==> src/rtl/float_normalize_round.sv <==
// Normalize, round-to-nearest-even and pack stage of the float add/sub datapath.
// Optional gradual underflow (denormal results) enabled by `define FLOAT_NORMALIZE_DENORMAL_EN.
module float_normalize_round #(
  parameter int MAX_SHIFT = 26
) (
  input  logic        clk,
  input  logic        clr,
  input  logic        in_valid,
  output logic        in_ready,
  input  logic        in_special,
  input  logic [31:0] in_special_value,
  input  logic        in_sign,
  input  logic [9:0]  in_exp,
  input  logic [27:0] in_mant,
  output logic        out_valid,
  input  logic        out_ready,
  output logic [31:0] out_result,
  output logic        out_overflow,
  output logic        out_underflow,
  output logic        out_inexact
);

  localparam int CNT_W = $clog2(MAX_SHIFT + 1);

  typedef enum logic [2:0] {
    S_IDLE,
    S_NORM,
    S_ROUND,
    S_DONE
`ifdef FLOAT_NORMALIZE_DENORMAL_EN
    , S_DENORM
`endif
  } state_t;

  state_t             state_q;
  logic               in_ready_q;
  logic               out_valid_q;
  logic [31:0]        out_result_q;
  logic               overflow_q;
  logic               underflow_q;
  logic               inexact_q;
  logic               sign_q;
  logic signed [9:0]  exp_q;
  logic [27:0]        mant_q;
  logic [CNT_W-1:0]   cnt_q;

  // Shared single-step datapath helpers.
  logic signed [9:0]  exp_inc_d;
  logic signed [9:0]  exp_dec_d;
  logic [27:0]        mant_shr_d;
  logic [27:0]        mant_shl_d;
  logic [CNT_W-1:0]   cnt_inc_d;

  // One NORM step.
  logic [27:0]        norm_mant_d;
  logic signed [9:0]  norm_exp_d;
  logic [CNT_W-1:0]   norm_cnt_d;
  logic               norm_done_d;
  state_t             norm_next_d;

  // Rounding and packing.
  logic               round_up;
  logic [24:0]        rnd_sum;
  logic               rnd_carry;
  logic [22:0]        rnd_frac;
  logic signed [10:0] exp_rnd;
  logic [31:0]        pack_result_d;
  logic               pack_ovf_d;
  logic               pack_unf_d;
  logic               pack_inx_d;
`ifdef FLOAT_NORMALIZE_DENORMAL_EN
  logic               rnd_hidden;
`endif

  // NOTE: every signal driven from always_comb gets a default at the top so no
  // path through the block can leave it unassigned and infer a latch.
  always_comb begin
    // Exponent saturates at the 10-bit signed limits instead of wrapping.
    exp_inc_d  = (exp_q == 10'sd511)  ? exp_q : exp_q + 10'sd1;
    exp_dec_d  = (exp_q == 10'sh200) ? exp_q : exp_q - 10'sd1;
    mant_shr_d = {1'b0, mant_q[27:2], mant_q[1] | mant_q[0]};
    mant_shl_d = {mant_q[26:0], 1'b0};
    cnt_inc_d  = cnt_q + CNT_W'(1);

    norm_mant_d = mant_q;
    norm_exp_d  = exp_q;
    norm_cnt_d  = cnt_q;
    norm_done_d = 1'b0;
    if (mant_q[27]) begin
      norm_mant_d = mant_shr_d;
      norm_exp_d  = exp_inc_d;
      norm_done_d = 1'b1;
    end else if (mant_q[26]) begin
      norm_done_d = 1'b1;
    end else begin
      norm_mant_d = mant_shl_d;
      norm_exp_d  = exp_dec_d;
      norm_cnt_d  = cnt_inc_d;
      norm_done_d = (cnt_inc_d == CNT_W'(MAX_SHIFT));
    end

    norm_next_d = S_NORM;
    if (norm_done_d) begin
      norm_next_d = S_ROUND;
`ifdef FLOAT_NORMALIZE_DENORMAL_EN
      if (norm_exp_d <= 10'sd0) norm_next_d = S_DENORM;
`endif
    end
  end

  always_comb begin
    round_up  = mant_q[2] & (mant_q[1] | mant_q[0] | mant_q[3]);
    rnd_sum   = mant_q[27:3] + {24'd0, round_up};
    rnd_carry = rnd_sum[24];
    rnd_frac  = rnd_carry ? rnd_sum[23:1] : rnd_sum[22:0];
    exp_rnd   = {exp_q[9], exp_q} + {10'd0, rnd_carry};
`ifdef FLOAT_NORMALIZE_DENORMAL_EN
    rnd_hidden = rnd_carry | rnd_sum[23];
`endif

    pack_inx_d    = |mant_q[2:0];
    pack_ovf_d    = 1'b0;
    pack_unf_d    = 1'b0;
    pack_result_d = {sign_q, exp_rnd[7:0], rnd_frac};
    if (exp_rnd >= 11'sd255) begin
      pack_result_d = {sign_q, 8'hFF, 23'd0};
      pack_ovf_d    = 1'b1;
    end else if (exp_rnd <= 11'sd0) begin
      pack_result_d = {sign_q, 31'd0};
      pack_unf_d    = 1'b1;
    end
`ifdef FLOAT_NORMALIZE_DENORMAL_EN
    else if (!rnd_hidden) begin
      // Exponent is 1 here; a missing hidden bit means a denormal encoding.
      pack_result_d = {sign_q, 8'h00, rnd_frac};
      pack_unf_d    = pack_inx_d;
    end
`endif
  end

  // NOTE: sequential state uses non-blocking assignments only, so every
  // register samples the pre-edge values regardless of statement order.
  always_ff @(posedge clk) begin
    if (clr) begin
      state_q      <= S_IDLE;
      in_ready_q   <= 1'b1;
      out_valid_q  <= 1'b0;
      out_result_q <= 32'd0;
      overflow_q   <= 1'b0;
      underflow_q  <= 1'b0;
      inexact_q    <= 1'b0;
      sign_q       <= 1'b0;
      exp_q        <= 10'sd0;
      mant_q       <= 28'd0;
      cnt_q        <= '0;
    end else begin
      case (state_q)
        S_IDLE: begin
          if (in_valid) begin
            in_ready_q <= 1'b0;
            sign_q     <= in_sign;
            exp_q      <= in_exp;
            mant_q     <= in_mant;
            cnt_q      <= '0;
            if (in_special || in_mant == 28'd0) begin
              out_result_q <= in_special ? in_special_value : {in_sign, 31'd0};
              overflow_q   <= 1'b0;
              underflow_q  <= 1'b0;
              inexact_q    <= 1'b0;
              out_valid_q  <= 1'b1;
              state_q      <= S_DONE;
            end else begin
              state_q <= S_NORM;
            end
          end
        end
        S_NORM: begin
          mant_q  <= norm_mant_d;
          exp_q   <= norm_exp_d;
          cnt_q   <= norm_cnt_d;
          state_q <= norm_next_d;
        end
`ifdef FLOAT_NORMALIZE_DENORMAL_EN
        S_DENORM: begin
          mant_q <= mant_shr_d;
          exp_q  <= exp_inc_d;
          if (exp_inc_d == 10'sd1) state_q <= S_ROUND;
        end
`endif
        S_ROUND: begin
          out_result_q <= pack_result_d;
          overflow_q   <= pack_ovf_d;
          underflow_q  <= pack_unf_d;
          inexact_q    <= pack_inx_d;
          out_valid_q  <= 1'b1;
          state_q      <= S_DONE;
        end
        S_DONE: begin
          if (out_ready) begin
            out_valid_q <= 1'b0;
            in_ready_q  <= 1'b1;
            state_q     <= S_IDLE;
          end
        end
        default: begin
          out_valid_q <= 1'b0;
          in_ready_q  <= 1'b1;
          state_q     <= S_IDLE;
        end
      endcase
    end
  end

  assign in_ready      = in_ready_q;
  assign out_valid     = out_valid_q;
  assign out_result    = out_result_q;
  assign out_overflow  = overflow_q;
  assign out_underflow = underflow_q;
  assign out_inexact   = inexact_q;

endmodule

==> config.mk <==
export PLATFORM = sky130hd
export DESIGN_NAME = float_normalize_round
export DESIGN_NICKNAME = d
export VERILOG_FILES = /design/src/rtl/float_normalize_round.sv
export SDC_FILE = /design/constraint.sdc
export NUM_CORES = 1
export LEC_CHECK = 0
export ABC_CLOCK_PERIOD_IN_PS = 7200
export BUFFER_PORTS_ARGS = -buffer_cell sky130_fd_sc_hd__buf_2
export CORE_MARGIN = 8
export CORE_UTILIZATION = 45
export CTS_CLUSTER_DIAMETER = 60
export DETAILED_ROUTE_END_ITERATION = 10
export PLACE_DENSITY = 0.67
export SYNTH_ARGS = -nofsm -noshare
export SYNTH_HDL_FRONTEND = slang
export SYNTH_SLANG_ARGS = --single-unit
export TNS_END_PERCENT = 100
==> constraint.sdc <==
create_clock -name clk -period 7.2 [get_ports clk]
set_input_delay 0 -clock clk [delete_from_list [all_inputs] [get_ports clk]]
set_output_delay 0 -clock clk [all_outputs]
set_load 0.02 [all_outputs]
**Word-level counts from Yosys, hierarchy flattened**

Cells that the tools add are included.

- Input bits: 76
- Bits in read-only memories: 0
- Bits in writable memories: 0
- Output and inout port bits: 37
- Memories kept: 0
- Bits in latches: 0
- Register bits after elaboration: 84

- Equal/unequal tests: 14
- Multiply operators: 0
- Multiplexer cells: 43
- Reductions and logical operators: 16
- Shift operators: 0
- Divide/modulo/power cells: 0
- Order comparisons: 2
- $add $sub $neg: 5
- Bitwise logic cells: 5

Operator list:

| cell | count |
|---|---|
| $mux W32 | 3 |
| $pmux W32 S2 | 1 |
| $mux W31 | 2 |
| $pmux W28 S2 | 1 |
| $mux W27 | 2 |
| $mux W10 | 5 |
| $logic_not A28 Y1 | 1 |
| $mux W28 | 1 |
| $add A25 B1 Y25 | 1 |
| $mux W23 | 1 |
| $eq A10 B10 Y1 const B | 2 |
| $pmux W10 S2 | 1 |
| $mux W5 | 3 |
| $mux W1 | 12 |
| $pmux W3 S4 | 1 |
| $add A10 B2 Y11 | 1 |
| $ge A11 B9 Y1 const B | 1 |
| $le A11 B1 Y1 const B | 1 |
| $add A10 B2 Y10 const B | 1 |
| $ne A2 B2 Y1 const B | 5 |
| $pmux W5 S2 | 1 |
| $sub A10 B2 Y10 const B | 1 |
| $ne A3 B3 Y1 const B | 3 |
| $reduce_and A3 Y1 | 3 |
| other kinds (20) | 31 |

**Depth between registers and ports, before layout**

- Depth after elaboration: 9
- Gate-level depth with buffers: 19
- Gate-level depth less buffers: 16

**Worst setup path before layout**

OpenSTA, ideal clock, no wires.

- Path kind: register -> register
- From: reg mant_q[2]
- To: reg out_result_q[20], in the netlist out_result[20]
- Arrival time: 4.390 ns
- Buffers on the path: 2
- Library setup time: 0.079 ns
- Stages on the path, launching flop included: 19
- Slack: 2.731 ns
- Path through: dfxtp_1 and2_1 ha_1 nand4_1 or4_1 o21a_1 a21oi_4 inv_2 buf_2 ha_1 ha_1 and4_1 buf_2 mux2i_1 a31oi_1 a211oi_1 nor4_2 or4b_1 a211oi_2

- Longest elaborated chain between the ends: 7
- Elaborated cells on any way between the ends: 9

Ends and longest elaborated chain:

| what | RTL line | source |
|---|---|---|
| start: declaration | 44 | `logic [27:0] mant_q;` |
| start signal: assignment | 163 | `mant_q <= in_mant;` |
| start signal: assignment | 178 | `mant_q <= norm_mant_d;` |
| $and A1 B1 Y1 * | 112 | `round_up = mant_q[2] & (mant_q[1] \| mant_q[0] \| mant_q[3]);` |
| $add A25 B1 Y25 * | 113 | `rnd_sum = mant_q[27:3] + {24'd0, round_up};` |
| $add A10 B2 Y11 | 116 | `exp_rnd = {exp_q[9], exp_q} + {10'd0, rnd_carry};` |
| $le A11 B1 Y1 | 128 | `end else if (exp_rnd <= 11'sd0) begin` |
| $mux W31 | 128 |  |
| $mux W31 * | 125 | `if (exp_rnd >= 11'sd255) begin` |
| $pmux W32 S2 * | 157 | `case (state_q)` |
| end signal: assignment | 166 | `out_result_q <= in_special ? in_special_value : {in_sign, 31'd0};` |
| end signal: assignment | 191 | `out_result_q <= pack_result_d;` |
| end: declaration | 38 | `logic [31:0] out_result_q;` |

Every way passes the cells marked *; elsewhere a longest branch is shown, timed or not.
A chain may end at the register's enable or synchronous reset.

**Worst setup path in the final report**

Same ends and word-level chain as after synthesis.

==> flow_metrics.tcl <==
set metrics [dict create \
    status "complete, but fails checks" \
    violated_checks "negative hold slack" \
    grt_util_all_layers_pct 20.6 \
    via_count 6574 \
    synthCells 855 \
    avgSynthCellArea_sq_um 7.20 \
    rr_startpoint "mant_q[2]" \
    die_y_microns 133 \
    ff_to_ff_end "out_result[20]" \
    postSynthRegisterBits 83 \
    timing.critical_path.required_ns 7.46 \
    crit_chain "and2_1 -> ha_1 -> nand4_1 -> or4_1 -> o21a_1 -> a21oi_4 -> inv_2 -> ha_1 -> ha_1 -> and4_1 -> mux2i_1 -> a31oi_1 -> a211oi_1 -> nor4_2 -> buf_4 -> or4b_1 -> a211oi_2" \
    core.rowCount 42 \
    initial_core_util_pct 46.3 \
    cp-startpoint "mant_q[2]" \
    cp_common_cell "sky130_fd_sc_hd__ha_1" \
    total_of_warnings_raised_by_yosys 0 \
    final_nets 1020 \
    critPathCapture "out_result[20]" \
    clock_latency_ns 0.35 \
    route.final.wire_length_microns 18500 \
    async_flop_share_pct 0 \
    via_per_inst 5.94 \
    timing.critical_path.max_delay_family "simple AND/OR/NAND/NOR gates" \
    max_freq_mhz 179 \
    rel_slew_slack_pct 21.7 \
    count_of_flip_flops_with_a_built_in_enable_after_synthesis 0 \
    htreeDepth 3 \
    finalSetupViolCount 0 \
    synth_common_cells "sky130_fd_sc_hd__nor2_1, sky130_fd_sc_hd__a21oi_1, sky130_fd_sc_hd__dfxtp_1, sky130_fd_sc_hd__nand2_1, sky130_fd_sc_hd__clkbuf_1" \
    synth_nets 950 \
    antenna_left 0 \
    antenna_violations_before_repair 0 \
    yosys.area.top_type_share_pct 27.0 \
    cts_tree "yes" \
    filler_cell_count 1255 \
    multi_input_area_sq_um 4110 \
    number_of_inserted_diodes 0 \
    synth_ff_type "sky130_fd_sc_hd__dfxtp_1" \
    crit_buf_inv 2 \
    worst-path-max-fanout 26 \
    grt_first_pass_wirelength_microns 30600 \
    drt-pass1-iter-count 6 \
    max-clock-path-buffers 2 \
    clkTransAtPathRegs_ns 0.06 \
    yosys.cell_count.top_type "sky130_fd_sc_hd__nor2_1" \
    worstHoldStart "in_special_value[5]" \
    final_layout_size_suffix_gt1_share_pct 17.2 \
    mappedNetlistArea_sq_um 6160 \
    slowest_delay_ns 0.73 \
    worstSetupStartpointType "register" \
    netlist_top_cells_area "sky130_fd_sc_hd__dfxtp_1, sky130_fd_sc_hd__a21oi_1, sky130_fd_sc_hd__nor2_1, sky130_fd_sc_hd__a211oi_1, sky130_fd_sc_hd__nand2_1" \
    cp_data_arrival_time_ns 5.83 \
    finalSetupTns_ns 0 \
    critical_path_cell_count 17 \
    yosys.area.top_type "sky130_fd_sc_hd__dfxtp_1" \
    total_leakage_power_uw 0.00278 \
    fin_hold_viols 2 \
    critPathSlowestCell "sky130_fd_sc_hd__or4_1" \
    slew_viol_final 0 \
    register_area_sq_um 1660 \
    drt_iter0_drc 692 \
    stdcell_area_sq_um 7190 \
    overflow 0 \
    power_per_cell_area_nw_per_um2 445 \
    pin_count_of_the_biggest_net_entering_global_routing 81 \
    worstSetupEndpointType "register" \
    port_buffers 112 \
    crit_path_class "register to register" \
    flow.area_growth_from_synthesis_pct 16.8 \
    wire_length_per_cell_after_detailed_routing_microns 16.7 \
    post_cts_resize_count 0 \
    final.period_utilization_pct 77.4 \
    drv.max_cap_violation_count 0 \
    grt_pass1_vias 5959 \
    dp_hpwl_microns 13100 \
    fin_skew_ns 0.00756 \
    timing_worst_slew_pin_value_ns 1.17 \
    synth_seq_area_share_pct 27.0 \
    netlist-cell-type-count 70 \
    rr_worst_depth 17 \
    post-route-min-period_ns 5.57 \
    worst-r2r-setup-slack_ns 1.63 \
    fp.coreArea_sq_um 13300 \
    timing.hold.ws_ns -0.00931 \
    placed_area_sq_um 6700 \
    routability_congestion 0.936 \
    drt_drc 0 \
    hold_path.class "input pin to register" \
    clock_sinks 83 \
    ioPinCount 113 \
    floorplan.die.width_microns 133 \
    irDropWorstVdd_mv 0.220 \
    die_area_sq_um 17700 \
    root_buffer "sky130_fd_sc_hd__clkbuf_16" \
    grt_setup_unrepaired "no" \
    cts-buffers-inserted 9 \
]
## layout make-up
| cell class | instances | area share, % |
|---|---|---|
| well taps | 176 | 3.06 |
| repair buffers | 138 | 11.1 |
| inverters | 21 | 1.10 |
| clock inverters | 5 | 1.04 |
| flip-flops and latches | 83 | 23.1 |
| multi-input cells | 672 | 57.1 |
| clock buffers | 11 | 3.51 |
## metal layers
layer / global-route usage (%) / up-vias / share of wire [%]
li1: - / 3276 / -
met3: 4.62 / 23 / 9.2
met4: 6.75 / 0 / 1.5
met1: 30.2 / 2980 / 49
met5: 0 / - / 0
met2: 28.6 / 295 / 40
## stage by stage
step / total power (uW) / std cells / worst slack [ns] / util (%)
detailed placement: 2660 / 1073 / 1.78 / 50.4
floorplan: 2260 / 855 / 2.73 / -
CTS: 3190 / 1106 / 1.70 / 54.1
finish: 3210 / 1106 / 1.63 / 54.1
global placement: 2670 / 1073 / 1.98 / 50.4
global route: 3480 / 1106 / 1.15 / 54.1
## logic make-up after synthesis
| logic type | synth area share, % |
|---|---|
| DFF | 27.0 |
| xor gates and xnor gates | 3.98 |
| and+or+nand+nor | 27.1 |
| AOI/OAI and AO/OA | 29.0 |
| muxes | 2.48 |
| adders and majority gates | 3.98 |
| buffers and inverters | 6.46 |
## state kept, by name, summed over array words and instances, names as in the netlist
signal         cells
cnt_q              5
in_ready           1
out_inexact        1
mant_q            28
sign_q             1
out_result        32
state_q            2
out_overflow       1
exp_q             10
out_underflow      1
out_valid          1
## placed cells by master, fill, tap and decap left out, types with 4 or more instances in the layout
cell type,count
sky130_fd_sc_hd__xnor2_1,18
sky130_fd_sc_hd__ha_1,17
sky130_fd_sc_hd__and2_1,7
sky130_fd_sc_hd__or2_2,4
sky130_fd_sc_hd__o311a_1,4
sky130_fd_sc_hd__nand2b_1,7
sky130_fd_sc_hd__a21oi_1,100
sky130_fd_sc_hd__buf_2,112
sky130_fd_sc_hd__nor3_1,27
sky130_fd_sc_hd__or3_1,8
sky130_fd_sc_hd__nand4_1,11
sky130_fd_sc_hd__o311ai_0,4
sky130_fd_sc_hd__inv_1,19
sky130_fd_sc_hd__clkbuf_16,9
sky130_fd_sc_hd__dlygate4sd3_1,17
sky130_fd_sc_hd__a221oi_1,7
sky130_fd_sc_hd__nand2_1,67
sky130_fd_sc_hd__a32oi_1,4
sky130_fd_sc_hd__o211ai_1,9
sky130_fd_sc_hd__nor2_1,126
sky130_fd_sc_hd__a22oi_1,5
sky130_fd_sc_hd__nor4_1,11
sky130_fd_sc_hd__buf_4,9
sky130_fd_sc_hd__and3_1,11
sky130_fd_sc_hd__mux2i_1,13
sky130_fd_sc_hd__dfxtp_1,82
sky130_fd_sc_hd__a21o_1,8
sky130_fd_sc_hd__a211oi_1,46
sky130_fd_sc_hd__o41ai_1,6
sky130_fd_sc_hd__nor3b_1,17
sky130_fd_sc_hd__o21ai_0,25
sky130_fd_sc_hd__nand3_1,28
sky130_fd_sc_hd__o32ai_1,8
sky130_fd_sc_hd__xor2_1,10
sky130_fd_sc_hd__a31oi_1,9
## worst min path at each step
stage,endpoint,slack [ns],cells after the start
final,out_result[5],-0.009,3
after global routing,out_result[22],0.01,3
after CTS,out_result[22],0.002,3
after detailed placement,sign_q,0.29,3
after global placement,sign_q,0.28,3
after floorplan,sign_q,0.14,2
## worst min-delay path: cells and delay by family
family	cells	cell delay, ns
compound gates	2	0.20
buf+inv	1	0.10
## power breakdown
group / switching (uW) / internal (uW) / total [uW]
clock: 187 / 321 / 508
combinational: 1060 / 691 / 1750
sequential: 306 / 644 / 949
## timing repair
action | 4_1_cts | 5_1_grt
hold buffers | 17 | 0
hold endpoints to repair | 17 | 0
buffers inserted | 0 | 0
Power figures use the tool's default switching activity.
